File: src/rtl/clk_rst_sequencer.sv
// clk_rst_sequencer: 48 MHz power-of-two clock enables plus POR, debounced-button and soft-reset sequencing
module clk_rst_sequencer #(
  parameter int N_ENA = 3,
  parameter int POR_CYCLES = 256,
  parameter int DEB_CYCLES = 4096,
  parameter int RST_MIN = 64,
  parameter int ENA_GATE = 0
) (
  input  logic             clk_48M,
  input  logic             nRESET,
  input  logic             btn_n,
  input  logic             soft_rst,
  output logic [N_ENA-1:0] ena,
  output logic [N_ENA-1:0] clk_div,
  output logic             core_rst,
  output logic             rst_done,
  output logic [1:0]       state
);
  localparam int PW = $clog2(POR_CYCLES);
  localparam int MW = RST_MIN > 1 ? $clog2(RST_MIN) : 1;
  localparam int SW = PW > MW ? PW : MW;
  localparam int DW = $clog2(DEB_CYCLES);
  localparam logic [SW-1:0] POR_LAST = SW'(POR_CYCLES - 1);
  localparam logic [SW-1:0] MIN_LAST = SW'(RST_MIN - 1);
  localparam logic [DW-1:0] DEB_LAST = DW'(DEB_CYCLES - 1);
  typedef enum logic [1:0] {POR, HOLD, STRETCH, RUN} state_t;
  state_t st;
  logic [N_ENA-1:0] cnt;
  logic [1:0] sync;
  logic deb;
  logic [DW-1:0] deb_cnt;
  logic [SW-1:0] seq;
  logic req;
  assign clk_div = cnt;
  assign state = st;
  assign req = !deb || soft_rst;
  for (genvar i = 0; i < N_ENA; i++) begin : g_ena
    assign ena[i] = (&cnt[i:0]) && !(ENA_GATE != 0 && core_rst);
  end
  always_ff @(posedge clk_48M or negedge nRESET)
    if (!nRESET) cnt <= '0;
    else cnt <= cnt + N_ENA'(1);
  // the debounced level only follows the synced button after DEB_CYCLES consecutive disagreeing cycles
  always_ff @(posedge clk_48M or negedge nRESET)
    if (!nRESET) begin
      sync <= 2'b11;
      deb <= 1'b1;
      deb_cnt <= '0;
    end else begin
      sync <= {sync[0], btn_n};
      if (sync[1] == deb) deb_cnt <= '0;
      else if (deb_cnt == DEB_LAST) begin
        deb <= sync[1];
        deb_cnt <= '0;
      end else deb_cnt <= deb_cnt + DW'(1);
    end
  always_ff @(posedge clk_48M or negedge nRESET)
    if (!nRESET) begin
      st <= POR;
      seq <= '0;
      core_rst <= 1'b1;
      rst_done <= 1'b0;
    end else begin
      rst_done <= 1'b0;
      case (st)
        POR:
          if (seq == POR_LAST) begin
            seq <= '0;
            st <= req ? HOLD : RUN;
            core_rst <= req;
            rst_done <= !req;
          end else seq <= seq + SW'(1);
        HOLD:
          if (!req) begin
            st <= STRETCH;
            seq <= '0;
          end
        STRETCH:
          if (req) st <= HOLD;
          else if (seq == MIN_LAST) begin
            st <= RUN;
            core_rst <= 1'b0;
            rst_done <= 1'b1;
          end else seq <= seq + SW'(1);
        RUN:
          if (req) begin
            st <= HOLD;
            core_rst <= 1'b1;
          end
      endcase
    end
endmodule

File: config.mk
export PLATFORM = sky130hd
export DESIGN_NAME = clk_rst_sequencer
export DESIGN_NICKNAME = d
export VERILOG_FILES = /design/src/rtl/clk_rst_sequencer.sv
export SDC_FILE = /design/constraint.sdc
export NUM_CORES = 1
export LEC_CHECK = 0
export BUFFER_PORTS_ARGS = -buffer_cell sky130_fd_sc_hd__buf_4
export CORE_MARGIN = 2
export CORE_UTILIZATION = 53
export DETAILED_ROUTE_END_ITERATION = 6
export GPL_ROUTABILITY_DRIVEN = 0
export GPL_TIMING_DRIVEN = 1
export PLACE_DENSITY_LB_ADDON = 0.25
export SLEW_MARGIN = 30
export SYNTH_ARGS = -nofsm -noshare
export SYNTH_HDL_FRONTEND = slang
export SYNTH_SLANG_ARGS = --single-unit
File: constraint.sdc
create_clock -name clk_48M -period 4.9 [get_ports clk_48M]
set_clock_uncertainty 0.05 [all_clocks]
set_input_delay 0.49 -clock clk_48M [delete_from_list [all_inputs] [get_ports clk_48M]]
set_output_delay 0.49 -clock clk_48M [all_outputs]
set_load 0.03 [all_outputs]
==> impl_metrics.env <==
export IMPL_synth_xor_area_share=0.0565
export IMPL_pwr_share_comb=0.030
export IMPL_ys_warn_count=0
export IMPL_vias=1322
export IMPL_cts_tree="done"
export IMPL_post_route_min_period_ns=2.15
export IMPL_worstSkewPairLatency_ns=0.34
export IMPL_syn_nets=181
export IMPL_dieHeight_um=60.7
export IMPL_synth_cell_types=51
export IMPL_fillCellCount=266
export IMPL_hp_class="in2async"
export IMPL_max_cap_viol_count=0
export IMPL_ant_nets=0
export IMPL_tns_ns=0
export IMPL_wire_per_inst_um=14.7
export IMPL_grtUsageMet3=0.0554
export IMPL_power_density_mw_per_mm2=224
export IMPL_vdd_drop_max_uv=167
export IMPL_cts_sinks=30
export IMPL_synth_top_area_cell="dfrtp_1"
export IMPL_ys_seq_area_frac=0.443
export IMPL_grt_overflow=0
export IMPL_io_pins=14
export IMPL_finalNetCount=197
export IMPL_die_w_um=60.7
export IMPL_vias_per_cell=5.75
export IMPL_drt_iter0_drc=53
export IMPL_drc=0
export IMPL_period_share=0.439
export IMPL_grt_max_degree=31
export IMPL_cp_arrival_ns=2.34
export IMPL_cts_post_setup_buffers_inserted=0
export IMPL_dr_pass1_iters=4
export IMPL_cts_buffers=5
export IMPL_critPathLaunchType="flip-flop"
export IMPL_synth_seq_cells=30
export IMPL_synth_top_family_by_area="simple AND/OR/NAND/NOR gates"
export IMPL_antenna_found_initial=0
export IMPL_power_frac_seq=0.596
export IMPL_syn_area_per_cell_sq_um=10.1
export IMPL_switchingPower_mw=0.101
export IMPL_grt_pass1_wl_um=5840
export IMPL_synth_most_common_cell="dfrtp_1"
export IMPL_clockRootBuffer="clkbuf_4"
export IMPL_dieArea_sq_mm=0.00369
export IMPL_htree_levels=2
export IMPL_clk_pin_slew_ns=0.11
export IMPL_ys_top_cells_by_count="dfrtp_1, nor2_1, nand2_1"
export IMPL_swShare=0.238
export IMPL_critical_path_endpoint_type="flip-flop"
export IMPL_hold_viol=0
export IMPL_diodes=0
export IMPL_grt_busiest_layer="met2"
export IMPL_met2_usage=0.352
export IMPL_reg2reg_from="state[0]$_DFFE_PN0P_"
export IMPL_synth_area_leaders="dfrtp_1, dfstp_2, ha_1"
export IMPL_crit_required_ns=5.09
export IMPL_finalWirelength_um=3390
export IMPL_p_clk_frac=0.374
export IMPL_clockBufferDepth=2
export IMPL_synthAdderAreaFrac=0.0587
export IMPL_synth_mux_area_frac=0.0198
export IMPL_tightest_slew_ns=0.418
export IMPL_grt_usage=0.217
export IMPL_final_core_util=0.622
export IMPL_worstPathMaxFanout=9
export IMPL_dp_hpwl_um=2440
export IMPL_rows=20
export IMPL_startpoint="state[0]$_DFFE_PN0P_"
export IMPL_grt_pass1_vias=1327
export IMPL_finalSetupViolCount=0
export IMPL_outcome="finished clean"
export IMPL_p_leak_nw=0.807
export IMPL_synth_compound_area_share=0.169
export IMPL_synth_cells=169
export IMPL_fmax_ghz=0.465
export IMPL_initial_core_util=0.558
export IMPL_p_int_mw=0.324
export IMPL_core_region_area_sq_mm=0.00305
export IMPL_synthFlopType="dfrtp_1"
export IMPL_synth_async_sr_flop_share=1.00
export IMPL_synth_edf_count=0
export IMPL_reg2reg_depth=6
export IMPL_maxSlewViolCount=0
export IMPL_drive_above_1_share=0.183
export IMPL_synthesis_area_sq_mm=0.00170
export IMPL_cts_resized=0
export IMPL_grt_setup_unrepaired="no"
export IMPL_io_buffers=13
export IMPL_synth_top_cell_area_share=0.382
export IMPL_critical_path_class="reg2reg"
export IMPL_globalRouteMet1Util=0.269
export IMPL_syn_to_final_growth_pct=11.5
export IMPL_synth_simple_area_share=0.225
export IMPL_slew_limit_headroom=0.714
export IMPL_cts_hold_buf=0
## flip-flops by register name, summed over array words and instances, names as in the netlist
name      cells
deb           1
core_rst      1
sync          2
clk_div       3
state         2
rst_done      1
seq           8
deb_cnt      12
## power by group through the flow
stage | registers [mW] | logic [mW] | clock network, mW
6_report | 0.253 | 0.0128 | 0.159
5_1_grt | 0.254 | 0.0148 | 0.176
4_1_cts | 0.253 | 0.0132 | 0.163
3_5_place_dp | 0.258 | 0.0130 | 0
3_3_place_gp | 0.258 | 0.0127 | 0
2_1_floorplan | 0.258 | 0.00533 | 0
## routing by layer
layer  vias to the layer above  routed length [um]
met1                       634                1590
met4                         0                  87
li1                        647                   -
met2                        32                1590
met5                         -                   0
met3                         9                 122
## final cells by class
| cell class | count | area, sq um | area share |
|---|---|---|---|
| Multi-Input combinational cell | 128 | 901 | 0.474 |
| Sequential cell | 30 | 756 | 0.398 |
| Timing Repair Buffer | 13 | 97.6 | 0.0514 |
| Tap cell | 44 | 55.1 | 0.0290 |
| Clock buffer | 6 | 51.3 | 0.0270 |
| Inverter | 7 | 26.3 | 0.0138 |
| Clock inverter | 2 | 12.5 | 0.00659 |
## cell families (layout without fill, tap and decap cells)
kind of cell    Yosys count  count (layout)
fa+ha+maj                 8               8
mux                       3               3
simple gates             70              70
flops                    30              30
xor+xnor                 11              11
buf+inv                  11              28
compound gates           36              36
## per-stage QoR
stage	cell area (sq um)	cells	total power, mW	setup slack [ns]	hold slack [ns]
2_1_floorplan	1700	169	0.263	2.86	0.144
3_3_place_gp	1840	222	0.271	2.85	0.300
3_5_place_dp	1840	222	0.271	2.76	0.300
4_1_cts	1900	230	0.430	2.75	0.00281
5_1_grt	1900	230	0.444	2.58	0.0206
6_report	1900	230	0.425	2.75	0.00375
## layout by cell type, fill, tap and decap left out, types with 5 or more instances in the layout
cell	Yosys	final
ha_1	8	8
nand2_1	9	9
buf_4	1	13
nand3_1	5	5
and3_1	5	5
nor2_1	21	21
nor3_1	5	5
o22ai_1	6	6
dfrtp_1	26	26
clkbuf_4	0	5
inv_1	7	7
xnor2_1	7	7
## worst paths after layout
kind | to | slack, ns
max in group asynchronous | sync[0]$_DFF_PN1_ | 4.46
min in group clk_48M | sync[0]$_DFF_PN1_ | 0.22
worst min register to register | sync[1]$_DFF_PN1_ | 0.32
worst max register to register | seq[2]$_DFFE_PN0P_ | 2.75
worst min-delay path | seq[4]$_DFFE_PN0P_ | 0.004
worst max-delay path | seq[2]$_DFFE_PN0P_ | 2.75
## critical path: stages (launching register included)
cell,delay (ns)
dfrtp_1,0.47
inv_1,0.16
ha_1,0.34
nand3b_1,0.24
a41oi_2,0.35
nor2_2,0.09
a221o_1,0.35
(Power assumes the default switching activity.)
